## src/rtl/sif_half_fp_operand_fork_if.sv

```systemverilog
// Valid/ready bundle for the FP16 operand fork: one pair stream in, A and B streams out.
// master = producer/consumer side (bench or surrounding logic), slave = the fork itself.
interface sif_half_fp_operand_fork_if #(
   parameter int DW = 16
);
   logic            I_vld;
   logic [2*DW-1:0] I_dat;
   logic            I_sub;
   logic            I_rdy;
   logic            A_vld;
   logic [DW-1:0]   A_dat;
   logic            A_rdy;
   logic            B_vld;
   logic [DW-1:0]   B_dat;
   logic            B_rdy;

   modport master (
      output I_vld, I_dat, I_sub, A_rdy, B_rdy,
      input  I_rdy, A_vld, A_dat, B_vld, B_dat
   );

   modport slave (
      input  I_vld, I_dat, I_sub, A_rdy, B_rdy,
      output I_rdy, A_vld, A_dat, B_vld, B_dat
   );
endinterface

```

## src/rtl/sif_half_fp_operand_fork.sv

```systemverilog
// Forks an FP16 operand pair into independent A/B streams, each behind its own small FIFO.
// B's sign can be flipped on the way in so the downstream adder performs a subtraction.
module sif_half_fp_operand_fork_fifo #(
   parameter int DW    = 16,
   parameter int DEPTH = 2
) (
   input  logic          clk,
   input  logic          rst_n,
   input  logic          push,
   input  logic [DW-1:0] push_dat,
   input  logic          pop,
   output logic          full,
   output logic          empty,
   output logic [DW-1:0] head
);
   localparam int AW = $clog2(DEPTH);
   localparam int CW = AW + 1;

   logic [DEPTH-1:0][DW-1:0] mem_q, mem_d;
   logic [AW-1:0]            wr_ptr_q, wr_ptr_d;
   logic [AW-1:0]            rd_ptr_q, rd_ptr_d;
   logic [CW-1:0]            cnt_q, cnt_d;

   // Power-of-two depth lets the pointers wrap naturally.
   always_comb begin
      mem_d    = mem_q;
      wr_ptr_d = wr_ptr_q;
      rd_ptr_d = rd_ptr_q;
      if (push) begin
         mem_d[wr_ptr_q] = push_dat;
         wr_ptr_d        = wr_ptr_q + 1'b1;
      end
      if (pop) rd_ptr_d = rd_ptr_q + 1'b1;
      cnt_d = cnt_q + CW'(push) - CW'(pop);
   end

   always_ff @(posedge clk or negedge rst_n) begin
      if (!rst_n) begin
         mem_q    <= '0;
         wr_ptr_q <= '0;
         rd_ptr_q <= '0;
         cnt_q    <= '0;
      end else begin
         mem_q    <= mem_d;
         wr_ptr_q <= wr_ptr_d;
         rd_ptr_q <= rd_ptr_d;
         cnt_q    <= cnt_d;
      end
   end

   assign full  = (cnt_q == CW'(DEPTH));
   assign empty = (cnt_q == '0);
   assign head  = mem_q[rd_ptr_q];
endmodule

module sif_half_fp_operand_fork #(
   parameter int DW         = 16,
   parameter int FIFO_DEPTH = 2,
   parameter bit EN_SUB     = 1'b1
) (
   input logic                          clk,
   input logic                          rst_n,
   sif_half_fp_operand_fork_if.slave    io
);
   localparam int NB = 2;  // branch 0 = A, branch 1 = B

   logic [NB-1:0][DW-1:0] br_in, br_head;
   logic [NB-1:0]         br_full, br_empty, br_rdy, br_pop;
   logic                  push, flip;
   logic                  init_q, init_d;

   // init_q keeps I_rdy low through reset and rises on the first edge after release.
   always_comb begin
      init_d   = 1'b1;
      flip     = io.I_sub & EN_SUB;
      br_in[0] = io.I_dat[DW-1:0];
      br_in[1] = io.I_dat[2*DW-1:DW] ^ {flip, {(DW-1){1'b0}}};
   end

   always_ff @(posedge clk or negedge rst_n) begin
      if (!rst_n) init_q <= 1'b0;
      else        init_q <= init_d;
   end

   // I_rdy depends only on registered occupancy, never on A_rdy/B_rdy.
   assign io.I_rdy = init_q & ~|br_full;
   assign push     = io.I_vld & io.I_rdy;
   assign br_rdy   = {io.B_rdy, io.A_rdy};
   assign br_pop   = ~br_empty & br_rdy;

   for (genvar g = 0; g < NB; g++) begin : g_br
      sif_half_fp_operand_fork_fifo #(.DW(DW), .DEPTH(FIFO_DEPTH)) u_fifo (
         .clk      (clk),
         .rst_n    (rst_n),
         .push     (push),
         .push_dat (br_in[g]),
         .pop      (br_pop[g]),
         .full     (br_full[g]),
         .empty    (br_empty[g]),
         .head     (br_head[g])
      );
   end

   assign io.A_vld = ~br_empty[0];
   assign io.A_dat = br_head[0];
   assign io.B_vld = ~br_empty[1];
   assign io.B_dat = br_head[1];
endmodule
```

## src/flat_wrapper.sv

```systemverilog
// flat-port wrapper written by rule: the top's interface ports become plain ports
module sif_half_fp_operand_fork_flat 
#(
   parameter int DW         = 16,
   parameter int FIFO_DEPTH = 2,
   parameter bit EN_SUB     = 1'b1
)
  (clk, rst_n, io_I_vld, io_I_dat, io_I_sub, io_A_rdy, io_B_rdy, io_I_rdy, io_A_vld, io_A_dat, io_B_vld, io_B_dat);
  sif_half_fp_operand_fork_if #(.DW(DW)) io_i ();
  input logic clk;
  input logic rst_n;
  input wire logic [$bits(io_i.I_vld)-1:0] io_I_vld;
  input wire logic [$bits(io_i.I_dat)-1:0] io_I_dat;
  input wire logic [$bits(io_i.I_sub)-1:0] io_I_sub;
  input wire logic [$bits(io_i.A_rdy)-1:0] io_A_rdy;
  input wire logic [$bits(io_i.B_rdy)-1:0] io_B_rdy;
  output wire logic [$bits(io_i.I_rdy)-1:0] io_I_rdy;
  output wire logic [$bits(io_i.A_vld)-1:0] io_A_vld;
  output wire logic [$bits(io_i.A_dat)-1:0] io_A_dat;
  output wire logic [$bits(io_i.B_vld)-1:0] io_B_vld;
  output wire logic [$bits(io_i.B_dat)-1:0] io_B_dat;
  assign io_i.I_vld = io_I_vld;
  assign io_i.I_dat = io_I_dat;
  assign io_i.I_sub = io_I_sub;
  assign io_i.A_rdy = io_A_rdy;
  assign io_i.B_rdy = io_B_rdy;
  assign io_I_rdy = io_i.I_rdy;
  assign io_A_vld = io_i.A_vld;
  assign io_A_dat = io_i.A_dat;
  assign io_B_vld = io_i.B_vld;
  assign io_B_dat = io_i.B_dat;
  sif_half_fp_operand_fork #(.DW(DW), .FIFO_DEPTH(FIFO_DEPTH), .EN_SUB(EN_SUB)) u_core (.clk(clk), .rst_n(rst_n), .io(io_i));
endmodule
```

## config.mk

```make
export PLATFORM = sky130hd
export DESIGN_NAME = sif_half_fp_operand_fork_flat
export DESIGN_NICKNAME = d
export VERILOG_FILES = /design/src/rtl/sif_half_fp_operand_fork_if.sv /design/src/rtl/sif_half_fp_operand_fork.sv /design/src/flat_wrapper.sv
export SDC_FILE = /design/constraint.sdc
export NUM_CORES = 1
export LEC_CHECK = 0
export ABC_CLOCK_PERIOD_IN_PS = 2450
export CAP_MARGIN = 20
export CORE_AREA = 10 10 104 97
export DETAILED_ROUTE_END_ITERATION = 7
export DIE_AREA = 0 0 114 107
export PLACE_DENSITY_LB_ADDON = 0.2
export SYNTH_ARGS = -nofsm -noshare
export SYNTH_HDL_FRONTEND = slang
export SYNTH_SLANG_ARGS = --single-unit
```

## constraint.sdc

```tcl
create_clock -name clk -period 2.45 [get_ports clk]
set_clock_uncertainty 0.15 [all_clocks]
set_input_delay 0.3675 -clock clk [delete_from_list [all_inputs] [get_ports clk]]
set_output_delay 0.3675 -clock clk [all_outputs]
set_load 0.02 [all_outputs]
```

## Word level (Yosys, flattened, before mapping)

Cells that the tools add are included.

| cells by class | value |
|---|---|
| reductions and logical operators | 6 |
| bitwise logic cells | 7 |
| add/subtract/negate cells | 8 |
| magnitude comparators | 6 |
| mux-type cells | 10 |
| equality and inequality tests | 2 |

Operator list:

| operator | count |
|---|---|
| $mux 16 | 6 |
| $bwmux 32 | 2 |
| $demux 16 s1 | 2 |
| $xor 16x16->16 | 1 |
| $lt 1x2->1 const B | 4 |
| $add 1x1->1 const B | 4 |
| $add 2x1->2 | 2 |
| $eq 2x2->1 const B | 2 |
| $logic_not 2->1 | 2 |
| $sub 2x1->2 | 2 |
| $and 1x1->1 | 2 |
| $and 2x2->2 | 1 |
| $ge 1x1->1 const B | 2 |
| $logic_and 1x1->1 | 2 |
| $not 1->1 | 2 |
| $not 2->2 | 1 |
| $reduce_or 2->1 | 1 |
| $logic_not 1->1 | 1 |

| word-level totals | value |
|---|---|
| bits in registers | 73 |

## Longest topological paths before layout

Gate-level depths: netlist (run 1).

| logic depth | value |
|---|---|
| depth after elaboration | 7 |
| gate-level depth with buffers | 7 |
| mapped depth without buffers | 7 |

## Hierarchy

A second synthesis (run 1) with hierarchy kept.

| second synthesis, totals | value |
|---|---|
| cells, all modules | 211 |
| area, all modules | 3,325.7 um^2 |

Modules (own cells, without submodules):

| module | seq. area each (um^2) | instances | area each (um^2) | cells each |
|---|---|---|---|---|
| sif_half_fp_operand_fork_fifo | 900.9 | 2 | 1,624.1 | 101 |
| sif_half_fp_operand_fork | 25.0 | 1 | 77.6 | 9 |

## Worst setup path before layout (run 1)

Ideal clock, no wire load.

| timing | value |
|---|---|
| kind | register to register |
| from | register u_core.g_br[0].u_fifo.cnt_q[1] |
| to | register u_core.g_br[0].u_fifo.cnt_q[1] |
| cell stages (with the launch flop) | 8 |
| library setup time | 123 ps |
| setup slack | 528 ps |
| buffers on the path | 0 |
| arrival time | 1,649 ps |
| cell sequence | dfrtp_1 or2_2 and2_1 ha_1 inv_1 ha_1 xnor2_1 xnor2_1 |

| between the ends | value |
|---|---|
| elaborated cells on any way between the ends | 10 |
| those cells by class | add/sub: 2; eq/ne: 1; bitwise: 4; reduce/logical: 3 |

RTL lines:

| element | line | text |
|---|---|---|
| start: declaration | sif_half_fp_operand_fork.sv:22 | `logic [CW-1:0] cnt_q, cnt_d;` |
| start signal: assignment | sif_half_fp_operand_fork.sv:47 | `cnt_q <= cnt_d;` |
| $logic_not 2->1 | sif_half_fp_operand_fork.sv:52 | `assign empty = (cnt_q == '0);` |
| $not 2->2 | sif_half_fp_operand_fork.sv:89 | `assign br_pop = ~br_empty & br_rdy;` |
| $and 2x2->2 | sif_half_fp_operand_fork.sv:89 |  |
| named net u_core.g_br[0].u_fifo.pop | sif_half_fp_operand_fork.sv:11 | `input logic pop,` |
| $sub 2x1->2 | sif_half_fp_operand_fork.sv:34 | `cnt_d = cnt_q + CW'(push) - CW'(pop);` |
| named net u_core.g_br[0].u_fifo.cnt_d[1] | sif_half_fp_operand_fork.sv:22 |  |

The timed path passes the listed nets, and every way through them passes these cells.
A chain may end at the register's enable or synchronous reset.

## Final worst setup path (run 1)

| timing | value |
|---|---|
| from | register u_core.g_br[1].u_fifo.rd_ptr_q |
| to | output io_B_dat[15] |

| between the ends | value |
|---|---|
| word-level cells in the longest chain between the ends | 2 |

RTL lines:

| element | line | text |
|---|---|---|
| start: declaration | sif_half_fp_operand_fork.sv:21 | `logic [AW-1:0] rd_ptr_q, rd_ptr_d;` |
| start signal: assignment | sif_half_fp_operand_fork.sv:46 | `rd_ptr_q <= rd_ptr_d;` |
| $mux 16 (implied by the code) (2 in series) | sif_half_fp_operand_fork.sv:53 | `assign head = mem_q[rd_ptr_q];` |
| end: declaration | flat_wrapper.sv:21 | `output wire logic [$bits(io_i.B_dat)-1:0] io_B_dat;` |

Every way passes these cells. The select of a mux whose other input is x is not followed.

==> metrics.txt, run 1 <==
# TYPE chip_impl_metric gauge
chip_impl_info{name="status",value="finished clean"} 1
chip_impl_info{name="cts_tree",value="built"} 1
chip_impl_metric{name="worst_skew_late_latency",unit="ps"} 340
chip_impl_info{name="cell_type_with_the_largest_total_area_after_synthesis",value="sky130_fd_sc_hd__dfrtp_1"} 1
chip_impl_metric{name="fin_crit",unit="ps"} 2370
chip_impl_metric{name="syn_inst",unit=""} 215
chip_impl_metric{name="arrival",unit="ps"} 1850
chip_impl_metric{name="cts.sink_count",unit=""} 73
chip_impl_metric{name="power-per-cell-area",unit="nW/um^2"} 1450
chip_impl_metric{name="instances_no_fill",unit=""} 400
chip_impl_info{name="min-delay-start",value="u_core.g_br[1].u_fifo.wr_ptr_q$_DFFE_PN0N_"} 1
chip_impl_metric{name="leakagePower",unit="nW"} 2.08
chip_impl_metric{name="syn_area_per_cell",unit="sq um"} 16.1
chip_impl_metric{name="totalWireLength",unit="um"} 6730
chip_impl_metric{name="largest_net_degree_at_the_start_of_global_routing",unit=""} 41
chip_impl_metric{name="synth_largest_type_area_fraction",unit="%"} 52.7
chip_impl_info{name="layout_common_cells",value="71 x sky130_fd_sc_hd__dfrtp_1, 70 x sky130_fd_sc_hd__clkdlybuf4s50_1, 56 x sky130_fd_sc_hd__mux2_2"} 1
chip_impl_info{name="final_common_cell",value="sky130_fd_sc_hd__dfrtp_1"} 1
chip_impl_metric{name="worst_setup_hold_path_clk_slew",unit="ps"} 70
chip_impl_metric{name="die_area",unit="sq um"} 12200
chip_impl_metric{name="residual_drc_count",unit=""} 0
chip_impl_metric{name="ys_seq_area_share",unit="%"} 52.7
chip_impl_metric{name="gpl_congestion",unit=""} 0.724
chip_impl_info{name="timing.rr.start",value="u_core.g_br[1].u_fifo.cnt_q[1]$_DFF_PN0_"} 1
chip_impl_metric{name="antenna-diode-count",unit=""} 0
chip_impl_metric{name="hold_path_depth",unit=""} 1
chip_impl_metric{name="area_delta_synth_final",unit="%"} 31.0
chip_impl_metric{name="fmaxAchievable",unit="MHz"} 422
chip_impl_metric{name="cap_viol_max_count",unit=""} 0
chip_impl_metric{name="vdd_drop_max",unit="mV"} 0.660
chip_impl_metric{name="fp.coreArea",unit="sq um"} 7910
chip_impl_metric{name="grt_usage",unit="%"} 11.5
chip_impl_metric{name="cp_data_required_time",unit="ps"} 1930
chip_impl_info{name="critical_path.reg2reg.endpoint",value="u_core.g_br[1].u_fifo.cnt_q[1]$_DFF_PN0_"} 1
chip_impl_metric{name="register_area",unit="sq um"} 1830
chip_impl_metric{name="place.port_buffers",unit=""} 72
chip_impl_metric{name="vias_in_the_first_global_route",unit=""} 2182
chip_impl_metric{name="detailed_place_hpwl",unit="um"} 4770
chip_impl_metric{name="yosys_register_bits",unit=""} 73
chip_impl_metric{name="num-fill-cells",unit=""} 668
chip_impl_metric{name="fin_crit_sh",unit="%"} 96.6
chip_impl_metric{name="synthesis.area",unit="sq um"} 3470
chip_impl_metric{name="share_of_cells_above_drive_strength_1",unit="%"} 42.9
chip_impl_info{name="setup_repair_after_global_routing_missed_its_margin",value="no"} 1
chip_impl_metric{name="antenna_found_initial",unit=""} 0
chip_impl_metric{name="chipWidth",unit="um"} 114
chip_impl_info{name="timing.setup.critical_path_class",value="reg -> out"} 1
chip_impl_metric{name="drtAntennaViolNets",unit=""} 0
chip_impl_metric{name="placedCellCount",unit=""} 383
chip_impl_metric{name="tritoncts.num_buffers",unit=""} 9
chip_impl_metric{name="first_pass_grt_wire_length",unit="um"} 11100
chip_impl_metric{name="num_vias",unit=""} 1950
chip_impl_metric{name="r2r_cells",unit=""} 7
chip_impl_metric{name="synth.yosys.warnings",unit=""} 0
chip_impl_metric{name="ctsHtreeMaxLevel",unit=""} 3
chip_impl_info{name="hp-class",value="reg -> reg"} 1
chip_impl_metric{name="clock_tree.buffer_depth",unit=""} 2
chip_impl_metric{name="grt-ovfl-total",unit=""} 0
chip_impl_metric{name="first_pass_iters",unit=""} 4
chip_impl_metric{name="post_drt_via_cell_ratio",unit=""} 4.88
chip_impl_metric{name="fp.dieH",unit="um"} 107
chip_impl_info{name="holdPathEnd",value="u_core.g_br[1].u_fifo.wr_ptr_q$_DFFE_PN0N_"} 1
chip_impl_metric{name="postSynthNetCount",unit=""} 257
chip_impl_metric{name="regToRegSetupSlack",unit="ps"} 530
chip_impl_metric{name="critical_path_maximum_fanout",unit=""} 13
chip_impl_metric{name="setup_tns",unit="ps"} 0
chip_impl_metric{name="final_max_slew_viol_count",unit=""} 0
chip_impl_metric{name="rows",unit=""} 31
chip_impl_metric{name="drt_iter0_drc",unit=""} 35
chip_impl_metric{name="report.final.setup_viol",unit=""} 0
chip_impl_metric{name="timing_hold_violations_final",unit=""} 0
chip_impl_metric{name="post_drt_wl_per_cell",unit="um"} 16.8
chip_impl_info{name="critical_path.endpoint_type",value="primary output"} 1
chip_impl_metric{name="io-pin-count",unit=""} 73
chip_impl_metric{name="synthDistinctLibCells",unit=""} 18
chip_impl_info{name="cts_root_buffer",value="sky130_fd_sc_hd__clkbuf_8"} 1
chip_impl_metric{name="finalNetCount",unit=""} 339
chip_impl_metric{name="multiInputGateArea",unit="sq um"} 1530
chip_impl_info{name="yosys-top-cells-area",value="sky130_fd_sc_hd__dfrtp_1 53%, sky130_fd_sc_hd__mux2_2 18%, sky130_fd_sc_hd__mux2_4 17%"} 1
chip_impl_metric{name="effective_utilization_at_floorplan",unit="%"} 43.8
chip_impl_info{name="cp-start-kind",value="flip-flop"} 1
==> cell type report <==
| cell class | count | share of cell area [%] |
|---|---|---|
| flip-flops and latches | 73 | 40.3 |
| multi-input cells | 126 | 33.6 |
| repair buffers | 82 | 18.4 |
| clock buffers | 9 | 2.73 |
| well taps | 99 | 2.73 |
| clock inverters | 6 | 1.85 |
| inverters | 5 | 0.413 |
==> through the flow <==
stage | total power, mW | hold WS (ps) | util (%) | instance area (sq um) | setup WS [ps]
CTS | 6.69 | 340 | 57.3 | 4530 | 5.01
global placement | 5.59 | 207 | 54.5 | 4310 | 321
floorplan | 4.39 | -78.1 | - | 3470 | 528
finish | 6.59 | 334 | 57.4 | 4540 | 82.7
global route | 7.00 | 365 | 57.4 | 4540 | 25.4
detailed placement | 5.65 | 200 | 54.5 | 4310 | 290
==> where the power goes <==
part / switching, mW / internal, mW
sequential: 0.338 / 1.82
clock: 0.430 / 0.564
combinational: 1.38 / 2.05
total: 2.15 / 4.44
==> registers in the layout, summed over array words and instances (netlist names) <==
name / count
u_core.g_br.u_fifo.cnt_q: 4
u_core.g_br.u_fifo.mem_q: 64
u_core.g_br.u_fifo.rd_ptr_q: 2
u_core.g_br.u_fifo.wr_ptr_q: 2
u_core.init_q: 1
==> critical path: stages (launching register included) <==
cell and delay (ps):
sky130_fd_sc_hd__dfrtp_2 450, sky130_fd_sc_hd__buf_12 170, sky130_fd_sc_hd__mux2_2 350, sky130_fd_sc_hd__clkdlybuf4s50_1 550
==> synth_stat cells, drive strengths merged <==
master	instances
mux2	96
dfrtp	73
buf	11
xnor2	6
inv	5
nand4	5
and2	4
ha	4
xor2	3
and2b	2
nand2b	2
or2	2
and3	1
conb	1
==> worst max-delay path by stage <==
| stage | from | to | cells after the start |
|---|---|---|---|
| after global routing | u_core.g_br[1].u_fifo.rd_ptr_q$_DFFE_PN0P_ | io_B_dat[15] | 3 |
| after global placement | io_I_vld | u_core.g_br[0].u_fifo.mem_q[25]$_DFFE_PN0P_ | 4 |
| after CTS | u_core.g_br[0].u_fifo.rd_ptr_q$_DFFE_PN0P_ | io_A_dat[13] | 3 |
| after detailed placement | io_I_vld | u_core.g_br[1].u_fifo.mem_q[31]$_DFFE_PN0P_ | 4 |
| after floorplan | u_core.g_br[0].u_fifo.cnt_q[1]$_DFF_PN0_ | u_core.g_br[0].u_fifo.cnt_q[1]$_DFF_PN0_ | 7 |
| final | u_core.g_br[1].u_fifo.rd_ptr_q$_DFFE_PN0P_ | io_B_dat[15] | 3 |
==> routing by layer <==
metal  vias to the layer above  wire (um)  track usage (%)
met4                         0         89             4.83
li1                        919          -                -
met3                         8        358             4.18
met2                        40       3380             18.5
met5                         -          0                0
met1                       983       2900             13.5
==> timing repair <==
| action | CTS | global route |
|---|---|---|
| endpoints found under the hold margin | 33 | 0 |
| resized for setup | 2 | 1 |
| setup buffers | 0 | 1 |
| endpoints found under the setup margin | 25 | 5 |
| hold buffers | 1 | 0 |
==> cells by family (layout without fill, tap and decap cells) <==
logic type / after synthesis / count (layout) / share of synthesized area, %
other cells: 1 / 1 / 0.108
mux: 96 / 96 / 35.5
xor+xnor: 9 / 9 / 2.27
flops: 73 / 73 / 52.7
simple gates: 16 / 16 / 4.69
fa+ha+maj: 4 / 4 / 1.44
buf+inv: 16 / 102 / 3.28
(Power assumes the default switching activity.)
==> run 2, diff against run 1 <==
--- a/config.mk
+++ b/config.mk
@@ -8,6 +8,7 @@
 export ABC_CLOCK_PERIOD_IN_PS = 2450
 export CAP_MARGIN = 20
 export CORE_AREA = 10 10 104 97
+export CTS_CLUSTER_DIAMETER = 150
 export DETAILED_ROUTE_END_ITERATION = 7
 export DIE_AREA = 0 0 114 107
 export PLACE_DENSITY_LB_ADDON = 0.2
==> results of run 2 <==
The final DEF is identical to that of run 1; final timing and power are the same.
==> run 3, diff against run 2 <==
--- a/config.mk
+++ b/config.mk
@@ -7,11 +7,12 @@
 export LEC_CHECK = 0
 export ABC_CLOCK_PERIOD_IN_PS = 2450
 export CAP_MARGIN = 20
-export CORE_AREA = 10 10 104 97
+export CORE_AREA = 2 2 96 89
 export CTS_CLUSTER_DIAMETER = 150
 export DETAILED_ROUTE_END_ITERATION = 7
-export DIE_AREA = 0 0 114 107
+export DIE_AREA = 0 0 98 91
 export PLACE_DENSITY_LB_ADDON = 0.2
+export SETUP_SLACK_MARGIN = 0.5
 export SYNTH_ARGS = -nofsm -noshare
 export SYNTH_HDL_FRONTEND = slang
 export SYNTH_SLANG_ARGS = --single-unit
==> metrics.txt, run 3 (synthesis gave the netlist of run 1 again) <==
# TYPE chip_impl_metric gauge
chip_impl_info{name="cpMaxStageDelayCell",value="sky130_fd_sc_hd__dfrtp_1"} 1
chip_impl_info{name="final_common_cell",value="sky130_fd_sc_hd__dfrtp_1"} 1
chip_impl_metric{name="num_vias",unit=""} 2013
chip_impl_metric{name="power_switching",unit="mW"} 2.32
chip_impl_metric{name="totalWireLength",unit="um"} 6790
chip_impl_metric{name="fin_crit",unit="ps"} 2060
chip_impl_info{name="min-delay-start",value="u_core.g_br[0].u_fifo.wr_ptr_q$_DFFE_PN0N_"} 1
chip_impl_metric{name="antenna_found_initial",unit=""} 0
chip_impl_info{name="reg.largest.list",value="u_core.g_br.u_fifo.mem_q: 64 flops, u_core.g_br.u_fifo.cnt_q: 4 flops"} 1
chip_impl_metric{name="io-pin-count",unit=""} 73
chip_impl_metric{name="utilization",unit="%"} 60.9
chip_impl_metric{name="final_max_slew_viol_count",unit=""} 0
chip_impl_metric{name="timing_hold_violations_final",unit=""} 0
chip_impl_info{name="cell_family_contributing_the_most_delay_on_the_critical_path",value="buffers and inverters"} 1
chip_impl_metric{name="area_delta_synth_final",unit="%"} 38.2
chip_impl_metric{name="grt_usage",unit="%"} 16.0
chip_impl_metric{name="first_pass_grt_wire_length",unit="um"} 11100
chip_impl_metric{name="seqPwrFrac",unit="%"} 30.2
chip_impl_metric{name="internal_power",unit="mW"} 4.84
chip_impl_metric{name="path_buf_inv",unit=""} 4
chip_impl_info{name="setup_repair_after_global_routing_missed_its_margin",value="yes"} 1
chip_impl_metric{name="cap_viol_max_count",unit=""} 0
chip_impl_metric{name="report.final.setup_viol",unit=""} 0
chip_impl_metric{name="antenna-diode-count",unit=""} 0
chip_impl_metric{name="power_switching_share",unit="%"} 32.4
chip_impl_metric{name="final_design_area_no_fill",unit="sq um"} 4790
chip_impl_metric{name="power-per-cell-area",unit="nW/um^2"} 1490
chip_impl_metric{name="instances_no_fill",unit=""} 415
chip_impl_metric{name="slowest_delay",unit="ps"} 400
chip_impl_metric{name="rows",unit=""} 31
chip_impl_metric{name="total_placed_instance_area",unit="sq um"} 4290
chip_impl_metric{name="tritoncts.num_buffers",unit=""} 9
chip_impl_metric{name="num-fill-cells",unit=""} 631
chip_impl_metric{name="drt_iter0_drc",unit=""} 49
chip_impl_info{name="global_routing_s_busiest_layer",value="met2"} 1
chip_impl_info{name="worst_setup_sp",value="u_core.g_br[0].u_fifo.rd_ptr_q$_DFFE_PN0P_"} 1
chip_impl_info{name="cts_tree",value="built"} 1
chip_impl_info{name="cts_root_buffer",value="sky130_fd_sc_hd__clkbuf_8"} 1
chip_impl_metric{name="leakagePower",unit="nW"} 2.28
chip_impl_metric{name="post_drt_via_cell_ratio",unit=""} 4.85
chip_impl_metric{name="ctsHtreeMaxLevel",unit=""} 3
chip_impl_metric{name="worst_setup_hold_path_clk_slew",unit="ps"} 70
chip_impl_metric{name="largest_reg_flops",unit=""} 64
chip_impl_metric{name="first_pass_iters",unit=""} 4
chip_impl_info{name="timing.rr.start",value="u_core.g_br[0].u_fifo.cnt_q[1]$_DFF_PN0_"} 1
chip_impl_metric{name="vdd_drop_max",unit="mV"} 0.553
chip_impl_metric{name="groute.layer.met1.usage",unit="%"} 20.3
chip_impl_metric{name="grt_use_met2",unit="%"} 26.5
chip_impl_metric{name="share_of_cells_above_drive_strength_1",unit="%"} 56.6
chip_impl_metric{name="fp.dieH",unit="um"} 91
chip_impl_metric{name="critical_path_maximum_fanout",unit=""} 5
chip_impl_metric{name="fin_crit_sh",unit="%"} 84.1
chip_impl_metric{name="cp_data_required_time",unit="ps"} 1930
chip_impl_metric{name="clock_power_share",unit="%"} 14.8
chip_impl_metric{name="arrival",unit="ps"} 1540
chip_impl_info{name="critical_path.endpoint_type",value="primary output"} 1
chip_impl_metric{name="largest_net_degree_at_the_start_of_global_routing",unit=""} 40
chip_impl_info{name="hp-class",value="reg -> reg"} 1
chip_impl_metric{name="residual_drc_count",unit=""} 0
chip_impl_info{name="status",value="finished clean"} 1
chip_impl_info{name="cp-start-kind",value="flip-flop"} 1
chip_impl_metric{name="grt-ovfl-total",unit=""} 0
chip_impl_metric{name="gpl_congestion",unit=""} 0.749
chip_impl_info{name="layout_common_cells",value="72 x sky130_fd_sc_hd__dfrtp_1, 49 x sky130_fd_sc_hd__mux2_2, 47 x sky130_fd_sc_hd__mux2_4"} 1
chip_impl_metric{name="clock_tree.buffer_depth",unit=""} 2
chip_impl_metric{name="placedCellCount",unit=""} 383
chip_impl_metric{name="worst_skew_late_latency",unit="ps"} 340
chip_impl_metric{name="effective_utilization_at_floorplan",unit="%"} 44.0
chip_impl_metric{name="place.port_buffers",unit=""} 72
chip_impl_metric{name="post_drt_wl_per_cell",unit="um"} 16.4
chip_impl_metric{name="drtAntennaViolNets",unit=""} 0
chip_impl_metric{name="power.combinational.fraction",unit="%"} 55.0
chip_impl_metric{name="finalNetCount",unit=""} 353
chip_impl_info{name="registers.top_by_ff_count",value="u_core.g_br.u_fifo.mem_q"} 1
chip_impl_metric{name="detailed_place_hpwl",unit="um"} 4290
chip_impl_metric{name="post-layout-total-power",unit="mW"} 7.16
chip_impl_metric{name="vias_in_the_first_global_route",unit=""} 2148
chip_impl_metric{name="setup_tns",unit="ps"} 0
chip_impl_metric{name="die_area",unit="sq um"} 8920
chip_impl_info{name="path_cells",value="buf_6 > buf_16 > buf_4 > mux2_2 > buf_6"} 1
chip_impl_metric{name="fp.coreArea",unit="sq um"} 7870
chip_impl_info{name="cp_common_cell",value="sky130_fd_sc_hd__buf_6"} 1
chip_impl_metric{name="chipWidth",unit="um"} 98
chip_impl_metric{name="cts.sink_count",unit=""} 73
chip_impl_info{name="timing.setup.critical_path_class",value="reg -> out"} 1
chip_impl_metric{name="groute.layer.met3.usage",unit="%"} 4.93
chip_impl_metric{name="fmaxAchievable",unit="MHz"} 485
## run 3: cell count changes in the layout (fill, tap and decap cells not counted), sizes merged
cell,change
clkdlybuf4s50,-34
clkinvlp,+1
bufbuf,+1
clkbuf,+10
clkinv,-2
dlymetal6s2s,-1
buf,+38
dlygate4sd2,+2
## run 3: worst register-to-register path, delay by kind of cell, from the launching register on
kind | cells | cell delay (ps)
flops | 1 | 400
buf+inv | 1 | 40
xor+xnor | 2 | 310
simple gates | 2 | 430
fa+ha+maj | 2 | 450
## run 3: path summary, 6_finish.rpt
path,endpoint,slack (ps),cells after the start
min,u_core.g_br[0].u_fifo.wr_ptr_q$_DFFE_PN0N_,340,1
max,io_A_dat[8],390,5
min reg2reg,u_core.g_br[0].u_fifo.wr_ptr_q$_DFFE_PN0N_,340,1
max in group asynchronous,u_core.g_br[1].u_fifo.rd_ptr_q$_DFFE_PN0P_,1190,3
max reg2reg,u_core.g_br[0].u_fifo.cnt_q[1]$_DFF_PN0_,610,7
min in group asynchronous,u_core.g_br[0].u_fifo.mem_q[15]$_DFFE_PN0P_,370,2
## run 3: routing by layer
layer,up-vias,wire length (um)
met5,-,0
met4,0,70
met3,6,233
met2,30,3450
met1,1032,3030
li1,945,-
## run 3: power groups by stage
stage	combinational (mW)	clock [mW]	sequential (mW)
after floorplan	2.34	0	2.04
after global placement	3.38	0	2.12
after detailed placement	3.43	0	2.15
after CTS	3.58	1.10	2.15
after global routing	4.17	1.14	2.25
final	3.94	1.06	2.16
## run 3: cell type report
class                           instances  area, sq um  share of cell area [%]
Clock buffer                           11          151                    3.16
Clock inverter                          5         77.6                    1.62
Inverter                                5         18.8                   0.392
Multi-Input combinational cell        126         1570                    32.8
Sequential cell                        73         1830                    38.1
Tap cell                               99          124                    2.58
Timing Repair Buffer                   96         1020                    21.3
## run 3: through the flow
stage               hold WS, ps  setup slack, ps
floorplan                 -78.1              528
global route                361              347
detailed placement          210              254
CTS                         345              346
finish                      341              390
global placement            199              300
## run 3: what timing repair did
item                                    4_1_cts  5_1_grt
hold buffers                                  1        0
gates resized for setup                     125       74
hold endpoints to repair                     34        0
endpoints found under the setup margin       36       37
gates cloned                                  2        1
buffers inserted                              6        6
pin swaps                                     1        2
